`config.mk`:
```
export PLATFORM = sky130hd
export DESIGN_NAME = ex_div_unit
export DESIGN_NICKNAME = d
export VERILOG_FILES = /design/src/rtl/ex_div_unit.sv
export SDC_FILE = /design/constraint.sdc
export NUM_CORES = 1
export LEC_CHECK = 0
export ABC_AREA = 0
export CAP_MARGIN = 20
export CORE_UTILIZATION = 45
export CTS_CLUSTER_DIAMETER = 50
export CTS_CLUSTER_SIZE = 12
export DETAILED_ROUTE_END_ITERATION = 10
export PLACE_DENSITY = 0.73
export RECOVER_POWER = 25
export SLEW_MARGIN = 15
export SYNTH_ARGS = -nofsm -noshare
export SYNTH_HDL_FRONTEND = slang
export SYNTH_SLANG_ARGS = --single-unit
```
`constraint.sdc`:
```
create_clock -name clk -period 7 [get_ports clk]
set_input_delay 1.05 -clock clk [delete_from_list [all_inputs] [get_ports clk]]
set_output_delay 1.05 -clock clk [all_outputs]
set_load 0.01 [all_outputs]
```
`src/rtl/ex_div_unit.sv`:
```
// Multi-cycle restoring radix-2 divider for DIV/DIVU in EX, with stall request and flush handling.
// Optional macro DIV_EARLY_OUT_EN: finish at once when |divisor| > |dividend|.
module ex_div_unit #(
    parameter int WIDTH = 32
) (
    input  logic             clk,
    input  logic             resetn,
    input  logic             div_start_i,
    input  logic             div_signed_i,
    input  logic [WIDTH-1:0] dividend_i,
    input  logic [WIDTH-1:0] divisor_i,
    input  logic             stall_ex_i,
    input  logic             flush_i,
    output logic             streq_ex_o,
    output logic [WIDTH-1:0] quot_o,
    output logic [WIDTH-1:0] rem_o,
    output logic             res_valid_o
);

    localparam int              CW       = (WIDTH > 1) ? $clog2(WIDTH) : 1;
    localparam logic [CW-1:0]   CNT_LAST = CW'(WIDTH - 1);
    localparam logic [CW-1:0]   CNT_ZERO = {CW{1'b0}};
    localparam logic [CW-1:0]   CNT_ONE  = CW'(1);
    localparam logic [WIDTH-1:0] ZERO_W  = {WIDTH{1'b0}};
    localparam logic [WIDTH-1:0] ONES_W  = {WIDTH{1'b1}};

    typedef enum logic [1:0] {
        ST_IDLE = 2'd0,
        ST_BUSY = 2'd1,
        ST_DONE = 2'd2
    } state_t;

    function automatic logic [WIDTH-1:0] neg_w(input logic [WIDTH-1:0] v);
        neg_w = ~v + {{(WIDTH-1){1'b0}}, 1'b1};
    endfunction

    function automatic logic [WIDTH-1:0] mag_w(input logic [WIDTH-1:0] v, input logic neg);
        mag_w = neg ? neg_w(v) : v;
    endfunction

    state_t           state_r;
    state_t           state_nxt_s;
    logic [CW-1:0]    cnt_r;
    logic [WIDTH-1:0] rem_r;
    logic [WIDTH-1:0] dvd_r;
    logic [WIDTH-1:0] dsr_r;
    logic             qsign_r;
    logic             rsign_r;

    logic             sa_s;
    logic             sb_s;
    logic [WIDTH-1:0] dvd_mag_s;
    logic [WIDTH-1:0] dsr_mag_s;
    logic             zero_div_s;
    logic             early_s;
    logic             start_s;
    logic             streq_s;

    logic [WIDTH:0]   shift_s;
    logic             ge_s;
    logic [WIDTH-1:0] rem_step_s;
    logic [WIDTH-1:0] quo_step_s;
    logic [WIDTH-1:0] quot_fix_s;
    logic [WIDTH-1:0] rem_fix_s;

    assign sa_s       = div_signed_i & dividend_i[WIDTH-1];
    assign sb_s       = div_signed_i & divisor_i[WIDTH-1];
    assign dvd_mag_s  = mag_w(dividend_i, sa_s);
    assign dsr_mag_s  = mag_w(divisor_i, sb_s);
    assign zero_div_s = (divisor_i == ZERO_W);
    assign start_s    = div_start_i & ~flush_i;

`ifdef DIV_EARLY_OUT_EN
    assign early_s = ~zero_div_s & (dsr_mag_s > dvd_mag_s);
`else
    assign early_s = 1'b0;
`endif

    // The shifted partial remainder needs one extra bit; after the compare it fits back in WIDTH.
    assign shift_s    = {rem_r, dvd_r[WIDTH-1]};
    assign ge_s       = (shift_s >= {1'b0, dsr_r});
    assign rem_step_s = ge_s ? (shift_s[WIDTH-1:0] - dsr_r) : shift_s[WIDTH-1:0];
    assign quo_step_s = {dvd_r[WIDTH-2:0], ge_s};
    assign quot_fix_s = qsign_r ? neg_w(quo_step_s) : quo_step_s;
    assign rem_fix_s  = rsign_r ? neg_w(rem_step_s) : rem_step_s;

    assign streq_ex_o = streq_s;

    // Next-state and stall-request logic; a flush overrides everything.
    always_comb begin
        state_nxt_s = state_r;
        streq_s     = 1'b0;
        if (flush_i) begin
            state_nxt_s = ST_IDLE;
        end else begin
            case (state_r)
                ST_IDLE: begin
                    if (div_start_i) begin
                        streq_s = 1'b1;
                        if (zero_div_s || early_s) begin
                            state_nxt_s = ST_DONE;
                        end else begin
                            state_nxt_s = ST_BUSY;
                        end
                    end else begin
                        state_nxt_s = ST_IDLE;
                    end
                end
                ST_BUSY: begin
                    streq_s = 1'b1;
                    if (cnt_r == CNT_LAST) begin
                        state_nxt_s = ST_DONE;
                    end else begin
                        state_nxt_s = ST_BUSY;
                    end
                end
                ST_DONE: begin
                    if (!stall_ex_i) begin
                        state_nxt_s = ST_IDLE;
                    end else begin
                        state_nxt_s = ST_DONE;
                    end
                end
                default: begin
                    state_nxt_s = ST_IDLE;
                end
            endcase
        end
    end

    // State register.
    always_ff @(posedge clk or negedge resetn) begin
        if (!resetn) begin
            state_r <= ST_IDLE;
        end else begin
            state_r <= state_nxt_s;
        end
    end

    // Operand capture, iteration datapath and registered results.
    always_ff @(posedge clk or negedge resetn) begin
        if (!resetn) begin
            cnt_r       <= CNT_ZERO;
            rem_r       <= ZERO_W;
            dvd_r       <= ZERO_W;
            dsr_r       <= ZERO_W;
            qsign_r     <= 1'b0;
            rsign_r     <= 1'b0;
            quot_o      <= ZERO_W;
            rem_o       <= ZERO_W;
            res_valid_o <= 1'b0;
        end else begin
            case (state_r)
                ST_IDLE: begin
                    if (start_s) begin
                        dvd_r   <= dvd_mag_s;
                        dsr_r   <= dsr_mag_s;
                        rem_r   <= ZERO_W;
                        cnt_r   <= CNT_ZERO;
                        qsign_r <= sa_s ^ sb_s;
                        rsign_r <= sa_s;
                        // Zero divisor and early-out bypass the iterations and the sign fix-up.
                        if (zero_div_s) begin
                            quot_o      <= ONES_W;
                            rem_o       <= dividend_i;
                            res_valid_o <= 1'b1;
                        end else if (early_s) begin
                            quot_o      <= ZERO_W;
                            rem_o       <= dividend_i;
                            res_valid_o <= 1'b1;
                        end else begin
                            res_valid_o <= 1'b0;
                        end
                    end else begin
                        res_valid_o <= 1'b0;
                    end
                end
                ST_BUSY: begin
                    if (!flush_i) begin
                        rem_r <= rem_step_s;
                        dvd_r <= quo_step_s;
                        cnt_r <= cnt_r + CNT_ONE;
                        if (cnt_r == CNT_LAST) begin
                            quot_o      <= quot_fix_s;
                            rem_o       <= rem_fix_s;
                            res_valid_o <= 1'b1;
                        end else begin
                            res_valid_o <= 1'b0;
                        end
                    end else begin
                        res_valid_o <= 1'b0;
                    end
                end
                ST_DONE: begin
                    if (flush_i || !stall_ex_i) begin
                        res_valid_o <= 1'b0;
                    end else begin
                        res_valid_o <= 1'b1;
                    end
                end
                default: begin
                    res_valid_o <= 1'b0;
                end
            endcase
        end
    end

endmodule

```
### Word-level counts from Yosys, hierarchy flattened

Index checks and enable logic that the tools add are counted.

* logic and storage cells: 80
* output and inout port bits: 66
* register bits after elaboration: 170
* input bits: 70

* $add $sub $neg: 6
* bitwise operators: 9
* multiplexer cells: 39
* magnitude comparators: 1
* reduce and logical (&&, ||, !) cells: 8
* equality and inequality tests: 7

Operator list (number)
* $mux W32: 17
* $pmux W32 S2: 4
* $add A32 B1 Y32 const B: 4
* $not A32 Y32: 4
* $ge A33 B32 Y1: 1
* $logic_not A32 Y1: 1
* $sub A32 B32 Y32: 1
* $mux W2: 5
* $mux W5: 2
* $pmux W5 S2: 1
* $ne A2 B2 Y1 const B: 4
* $mux W1: 7
* $pmux W2 S3: 1
* $add A5 B1 Y5 const B: 1
* $eq A5 B5 Y1 const B: 1
* $reduce_and A5 Y1: 1
* $and A1 B1 Y1: 3
* $pmux W1 S3: 1
* $reduce_and A3 Y1: 1
* $eq A2 B1 Y1 const B: 1
* $eq A2 B2 Y1 const B: 1
* $logic_not A2 Y1: 1
* $pmux W1 S2: 1
* $reduce_and A2 Y1: 1
* other kinds (5): 5

### Longest topological paths before layout

Gate-level depths: netlist (run 1).

* word-level depth: 8
* mapped depth: 24
* depth with buffers taken out: 20

### Worst setup path after synthesis (run 1)

Ideal clock, no wire load.

* path type: reg2reg
* from: register rem_r[5]
* to: register quot_o[28]
* path buffers: 3
* cell stages (with the launch flop): 21
* arrival: 4798 ps
* clock period less this slack: 4924 ps
* required time: 6874 ps
* setup slack: 2076 ps
* setup time: 126 ps
* path through: dfrtp_1 > ha_1 > a21oi_4 > o21ai_1 > a22o_1 > o31ai_2 > a31oi_4 > inv_2 > buf_6 > buf_2 > buf_1 > ha_1 > nand2_1 > or3_1 > or3_1 > or4_1 > or2_1 > nand2b_1 > o31ai_1 > xor2_1 > a21oi_1

* word-level cells in the longest chain between the ends: 7

Ends and longest elaborated chain
* from (decl): RTL line 44 `logic [WIDTH-1:0] rem_r;`
* from (signal assigned): RTL line 180 `rem_r <= rem_step_s;`
* $ge A33 B32 Y1: RTL line 81 `assign ge_s = (shift_s >= {1'b0, dsr_r});`
* $not A32 Y32: RTL line 34 `neg_w = ~v + {{(WIDTH-1){1'b0}}, 1'b1};`
* $add A32 B1 Y32: RTL line 34
* $mux W32: RTL line 84 `assign quot_fix_s = qsign_r ? neg_w(quo_step_s) : quo_step_s;`
* $mux W32: RTL line 183 `if (cnt_r == CNT_LAST) begin`
* $mux W32: RTL line 179 `if (!flush_i) begin`
* $pmux W32 S2: RTL line 153 `case (state_r)`
* to (signal assigned): RTL line 184 `quot_o <= quot_fix_s;`
* to (decl): RTL line 15 `output logic [WIDTH-1:0] quot_o,`

Every way passes these cells. The select of a mux whose other input is x is not followed.
A chain may end at the register's enable or synchronous reset.

### Final worst setup path (run 1)

* from: register rem_r[7]
* to: register rem_o[14]

* word-level cells in the longest chain between the ends: 8
* elaborated cells between the ends (all ways): 9
* those cells by class: add/sub: 2; order compare: 1; mux: 5; bitwise: 1

Ends and longest elaborated chain
* $sub A32 B32 Y32 / $ge A33 B32 Y1 (equally long branches): RTL line 82, 81
* $mux W32 *: RTL line 82 `assign rem_step_s = ge_s ? (shift_s[WIDTH-1:0] - dsr_r) : shift_s[WIDTH-1:0];`
* $not A32 Y32: RTL line 34
* $add A32 B1 Y32: RTL line 34
* $mux W32 *: RTL line 85 `assign rem_fix_s = rsign_r ? neg_w(rem_step_s) : rem_step_s;`
* $mux W32 *: RTL line 183
* $mux W32 *: RTL line 179
* $pmux W32 S2 *: RTL line 153
* to (signal assigned): RTL line 165 `rem_o <= dividend_i;`
* to (signal assigned): RTL line 169 `rem_o <= dividend_i;`
* to (signal assigned): RTL line 185 `rem_o <= rem_fix_s;`
* to (decl): RTL line 16 `output logic [WIDTH-1:0] rem_o,`

Every way passes the cells marked *; elsewhere a longest branch is shown, timed or not. The select of a mux whose other input is x is not followed.

==> results of run 1 <==
[critical path, stage by stage (launching register included)]
cell and delay, ns:
dfrtp_1 0.43, ha_1 0.49, a21oi_1 0.27, o21ai_1 0.16
a22o_1 0.29, o31ai_2 0.41, a31oi_4 0.15, inv_2 0.47
mux2i_1 0.35, ha_1 0.23, nand2_1 0.07, or3_1 0.37
nor4b_1 0.39, and3_1 0.26, a21oi_1 0.09, or3b_2 0.48
and3_1 0.19, nor2_1 0.10, o211ai_1 0.09
[final timing paths]
path,from,end,cells after the start
worst max-delay path,rem_r[7],rem_o[14],18
worst min-delay path,rem_o[1],rem_o[1],2
worst max register to register,rem_r[7],rem_o[14],18
worst min register to register,rem_o[1],rem_o[1],2
max in group asynchronous,resetn,dvd_r[22],2
min in group asynchronous,resetn,quot_o[15],1
[layout make-up]
type	instances	area, µm²
Clock buffer	17	425.4
Multi-Input combinational cell	1227	7442
Sequential cell	170	4254
Fill cell	2533	12480
Timing Repair Buffer	147	1440
Inverter	56	210.2
Tap cell	341	426.7
Clock inverter	15	196.4
[flip-flops by register name, indices dropped and copies added (netlist names)]
signal / cells
rem_o: 32
state_r: 2
rsign_r: 1
res_valid_o: 1
qsign_r: 1
cnt_r: 5
rem_r: 32
dvd_r: 32
quot_o: 32
dsr_r: 32
[cells in the mapped netlist, types with 11 or more instances]
cell type  number
a21oi_1       157
a31oi_1        19
and3_1         19
buf_2          23
buf_4          11
clkbuf_1       41
dfrtp_1       170
ha_1           38
inv_1          53
mux2i_1        20
nand2_1       198
nand3_1        29
nand4_1        11
nor2_1        153
nor3_1         34
nor4_1         12
o21ai_0       167
o21ai_1        18
o31ai_1        28
or3_1          20
or4_1          12
xnor2_1        67
xor2_1         73
[kinds of logic (layout without fill, tap and decap cells)]
| kind of cell | after synthesis | in the layout | synth area share [%] |
|---|---|---|---|
| AND/OR/NAND/NOR | 534 | 534 | 20.27 |
| adder cells (fa/ha/maj) | 39 | 39 | 4.041 |
| AO/OA/AOI/OAI | 491 | 491 | 24.20 |
| multiplexers | 23 | 23 | 1.908 |
| flip-flops | 170 | 170 | 34.70 |
| buffers and inverters | 139 | 235 | 4.888 |
| XOR/XNOR | 140 | 140 | 10.00 |
[power by group through the flow]
stage | Clock [mW] | Combinational (mW) | Sequential (mW)
3_5_place_dp | 0 | 0.833 | 1.18
6_report | 1.01 | 0.842 | 1.16
5_1_grt | 1.06 | 0.934 | 1.17
4_1_cts | 1.02 | 0.837 | 1.16
3_3_place_gp | 0 | 0.826 | 1.17
2_1_floorplan | 0 | 0.601 | 1.14
[stage by stage]
step	setup WS [ns]	hold WS, ns	total power, mW	util, %	std cells
6_report	1.574	0.4815	3.011	53.56	1973
2_1_floorplan	2.076	0.4498	1.738	-	1536
3_5_place_dp	1.582	0.4689	2.012	51.21	1940
4_1_cts	1.600	0.4859	3.017	53.52	1972
5_1_grt	0.9965	0.5116	3.173	53.56	1973
3_3_place_gp	1.654	0.4614	1.998	51.21	1940
[per-layer routing]
layer,track usage (%),wire length (µm),up-vias
met2,41.24,16150,392
li1,-,-,5625
met3,3.779,1895,63
met5,0,0,-
met4,12.48,1519,0
met1,35.27,16180,5362
==> run_results.csv, run 1 <==
group,metric,value,unit
status,status,"finished, violations left",
status,failed_checks,"max-capacitance violations, max-slew violations",
yosys,synth_nets,1645,
drt,remaining_drc_errors,0,
yosys,synth.avg_cell_area,7.982,µm²
sta,min_period_over_period,77.52,%
drt,first_pass_iters,5,
finish,syn_to_final_growth,17.41,%
job,drv_cap,1,
global_routing,grt_overflow,0,
clocking,clock-sinks,170,
drt,vias,11440,
die,die_area,0.02791,mm²
clocking,ctsResizeCount,0,
global_routing,grt_pass1_vias,10820,
global_routing,grt.total_usage,26.15,%
pwr,switching_share,37.12,%
placement,io_buffers,135,
yosys,synth_top_area_share,34.70,%
sta,tns,0,ns
yosys,synth_edf_count,0,
yosys,synthDistinctLibCells,88,
sta,setup_viol,0,
pwr,power_density,209.1,mW/mm²
pwr,p_leak,6.015,nW
setup_path,worst_ep_arrival_time,5.72,ns
yosys,syn-instance-count,1536,
die,io_pins,136,
clocking,numCtsBuffers,17,
hold_path,worstHoldPathType,"reg2reg",
sta,hold_viol,0,
sta,rsz0062_at_grt,"no",
yosys,netlist_area,0.01226,mm²
finish,diodes,0,
drt,drtIter0Drc,812,
sta,skew,0.01490,ns
drt,antenna_left,0,
global_routing,grt_pass1_wl,58020,µm
die,initial_utilization,45.62,%
sta,max_freq,184.3,MHz
finish,final_cell_area,0.01440,mm²
clocking,cts_tree,"yes",
setup_path,endpoint_kind,"register",
clocking,cts-root-buf,"clkbuf_16",
sta,tightest_slew,4.291,ns
pwr,p_clk_share,33.5,%
yosys,synth-main-ff-cell,"dfrtp_1",
die,die_x,167.1,µm
yosys,synth-warning-count,0,
finish,drive_above_1_share,5.576,%
sta,timing.slew.headroom,-186.0,%
pwr,seqPwrFrac,38.6,%
yosys,yosysSeqAreaShare,34.70,%
clocking,clk_latency,0.44,ns
placement,hpwl,27100,µm
setup_path,worst_ep_required_time,7.30,ns
setup_path,start_kind,"register",
pwr,p_comb_share,28.0,%
yosys,ys_top_cells_by_area,"dfrtp_1 (35%), o21ai_0 (6.8%), a21oi_1 (6.4%)",
drt,wl_per_cell,18.12,µm
global_routing,grt_max_degree,93,
placement,routabilityCongestion,0.9437,
placement,post_dp_cell_area,0.01376,mm²
drt,vias_per_cell,5.799,
pwr,netSwitchingPower,1.118,mW
clocking,cts.htree.levels,4,
die,die_height,167.1,µm
setup_path,crit_fanout,32,
yosys,synthArstFlopShare,100.0,%
die,placementRows,60,
clocking,cts.path.max_buffers,2,
die,fp.coreArea,0.02688,mm²
yosys,ys_ff_latch,170,
drt,drt_wl_total,35750,µm
setup_path,r2r_slack,1.57,ns
sta,final.min_clock_period,5.426,ns
pwr,peakVddDrop,0.1263,mV
finish,final_cell_mix,"nand2_1 (198), dfrtp_1 (170), o21ai_0 (166)",
clocking,cts_setup_buffers,0,
clocking,path_clk_slew,0.07,ns
setup_path,crit_type,"reg2reg",
finish,finalNetCount,1728,
clocking,hold_buffers,0,
global_routing,antenna_found_initial,0,
pwr,internal-power,1.893,mW
finish,mostFrequentLayoutCell,"nand2_1",
yosys,yosys.area.top_type,"dfrtp_1",
sta,final_max_slew_viol_count,81,
(Power assumes the default switching activity.)
==> run 2: changes to the inputs <==
==> constraint.sdc (replaced) <==
create_clock -name clk -period 5.1 [get_ports clk]
set_input_delay 0.765 -clock clk [delete_from_list [all_inputs] [get_ports clk]]
set_output_delay 0.765 -clock clk [all_outputs]
set_load 0.01 [all_outputs]
==> run 2 against run 1 <==
Effect of this change: the run still ends with max-capacitance violations, max-slew violations left; first-iteration DRC count grew 25%; power grew 35%; worst hold slack lost 0.0022 ns; critical endpoint is now quot_o[30]; final cell count grew 0.81%; largest cell class unchanged; sequential cell count is the same; global-route usage grew 0.65 points; count of clock-buffer cells in the layout is the same; clock power grew 27%; die area is the same.
==> run_results.csv, run 2 (same netlist as run 1, synthesis figures left out) <==
group,metric,value,unit
status,status,"finished, violations left",
status,failed_checks,"max-capacitance violations, max-slew violations",
hold_path,worstHoldPathType,"reg2reg",
pwr,power.total,4.063,mW
setup_path,r2r_slack,0.32,ns
sta,final_max_slew_viol_count,136,
setup_path,start_kind,"register",
sta,tns,0,ns
clocking,path_clk_slew,0.07,ns
sta,skew,0.01431,ns
setup_path,crit_type,"reg2reg",
finish,mostFrequentLayoutCell,"nand2_1",
setup_path,path_cells,"ha_1, a21oi_4, o21ai_1, a22o_1, o31ai_2, a31oi_4, inv_2, ha_1, nand2_1, or3_1, or3_1, or4_1, or2_1, nand2b_1, o21ai_0, xor2_1, a31oi_1",
global_routing,grt_pass1_wl,59640,µm
clocking,clock-sinks,170,
sta,tightest_slew,2.600,ns
drt,drtIter0Drc,1015,
setup_path,cp_slowest_stage_delay,0.46,ns
finish,nFillCells,2568,
clocking,cts-root-buf,"clkbuf_16",
global_routing,grt_max_degree,100,
finish,multi_input_area,0.007461,mm²
drt,remaining_drc_errors,0,
global_routing,grt.total_usage,26.80,%
clocking,cts_setup_buffers,0,
drt,vias_per_cell,5.807,
setup_path,worst_ep_arrival_time,5.06,ns
setup_path,endpoint_kind,"register",
drt,vias,11550,
finish,seqCellArea,0.004254,mm²
pwr,p_leak,6.080,nW
drt,wl_per_cell,18.44,µm
global_routing,grt_overflow,0,
die,fp.coreArea,0.02688,mm²
finish,finalNetCount,1744,
setup_path,rr_worst_depth,17,
clocking,numCtsBuffers,17,
sta,rsz0062_at_grt,"no",
finish,drive_above_1_share,6.735,%
clocking,cts.htree.levels,4,
setup_path,crit_fanout,8,
sta,min_period_over_period,93.77,%
pwr,peakVddDrop,0.2421,mV
sta,final.min_clock_period,4.782,ns
placement,io_buffers,135,
die,io_pins,136,
sta,hold_viol,0,
setup_path,startpoint,"rem_r[5]",
hold_path,hold_start,"dsr_r[15]",
placement,hpwl,27820,µm
clocking,cts.path.max_buffers,2,
die,initial_utilization,45.62,%
die,die_height,167.1,µm
sta,setup_viol,0,
drt,antenna_left,0,
sta,max_freq,209.1,MHz
die,die_area,0.02791,mm²
pwr,power_density,280.1,mW/mm²
finish,diodes,0,
drt,drt_wl_total,36670,µm
global_routing,grt_pass1_vias,11140,
clocking,cts_tree,"yes",
sta,timing.slew.headroom,-73.35,%
die,placementRows,60,
hold_path,min_path_cells,2,
setup_path,slowest_stage,"or4_1",
finish,final_cell_mix,"nand2_1 (198), dfrtp_1 (170), o21ai_0 (165)",
job,drv_cap,2,
global_routing,antenna_found_initial,0,
finish,syn_to_final_growth,18.29,%
setup_path,worst_ep_required_time,5.38,ns
setup_path,r2r_start,"rem_r[5]",
clocking,clk_latency,0.44,ns
placement,routabilityCongestion,0.9541,
drt,first_pass_iters,6,
die,die_x,167.1,µm
[run 2: cell types whose count changed in the layout (fill, tap and decap cells not counted), sizes merged]
| cell | previous run | this run |
|---|---|---|
| bufinv | 1 | 0 |
| clkinv | 6 | 10 |
| clkinvlp | 1 | 0 |
| inv | 63 | 61 |
| buf | 11 | 27 |
[run 2: layer usage]
layer  routed length, µm  part of all wire (%)  global-route usage (%)
met4                1254                   3.4                   10.87
met5                   0                     0                       0
met3                1733                   4.7                   3.779
met1               16620                    45                   35.68
met2               17060                    47                   43.77
[run 2: path summary, 6_finish.rpt]
check	to
max in group asynchronous	dvd_r[9]
worst max register to register	quot_o[30]
worst min register to register	dsr_r[15]
worst min-delay path	dsr_r[15]
min in group asynchronous	dvd_r[18]
worst max-delay path	quot_o[30]
[run 2: cell type report]
cell class / count / area share, %
clock inverters: 15 / 1.104
multi-input cells: 1227 / 51.44
repair buffers: 163 / 10.79
well taps: 341 / 2.942
clock buffers: 17 / 2.933
flip-flops and latches: 170 / 29.33
inverters: 56 / 1.449
[run 2: through the flow]
stage	utilization [%]	worst slack [ns]	cell area (µm²)	cells	hold WS, ns
after floorplan	-	0.1758	12260	1536	0.4498
after detailed placement	51.73	0.2509	13900	1957	0.4701
final	53.96	0.3175	14500	1989	0.4793
after global routing	53.96	0.03754	14500	1989	0.5030
after global placement	51.73	0.3503	13900	1957	0.4622
after CTS	53.91	0.2493	14490	1989	0.4790
[run 2: what timing repair did]
item / 4_1_cts / 5_1_grt
hold buffers: 0 / 0
resized for setup: 0 / 6
setup endpoints to repair: 0 / 4
[run 2: report_power, final]
group	total, mW	internal [mW]	leakage, nW	switching (mW)
clock network	1.28	0.653	0.286	0.631
registers	1.59	1.45	2.27	0.142
logic	1.18	0.444	3.52	0.740
total	4.06	2.55	6.08	1.51
[run 2: worst max-delay path: cells and delay by family, from the launching register on]
family / cells / cell delay (ns)
simple gates: 6 / 1.73
compound gates: 7 / 1.50
flops: 1 / 0.39
xor+xnor: 1 / 0.17
fa+ha+maj: 2 / 0.63
buf+inv: 1 / 0.19
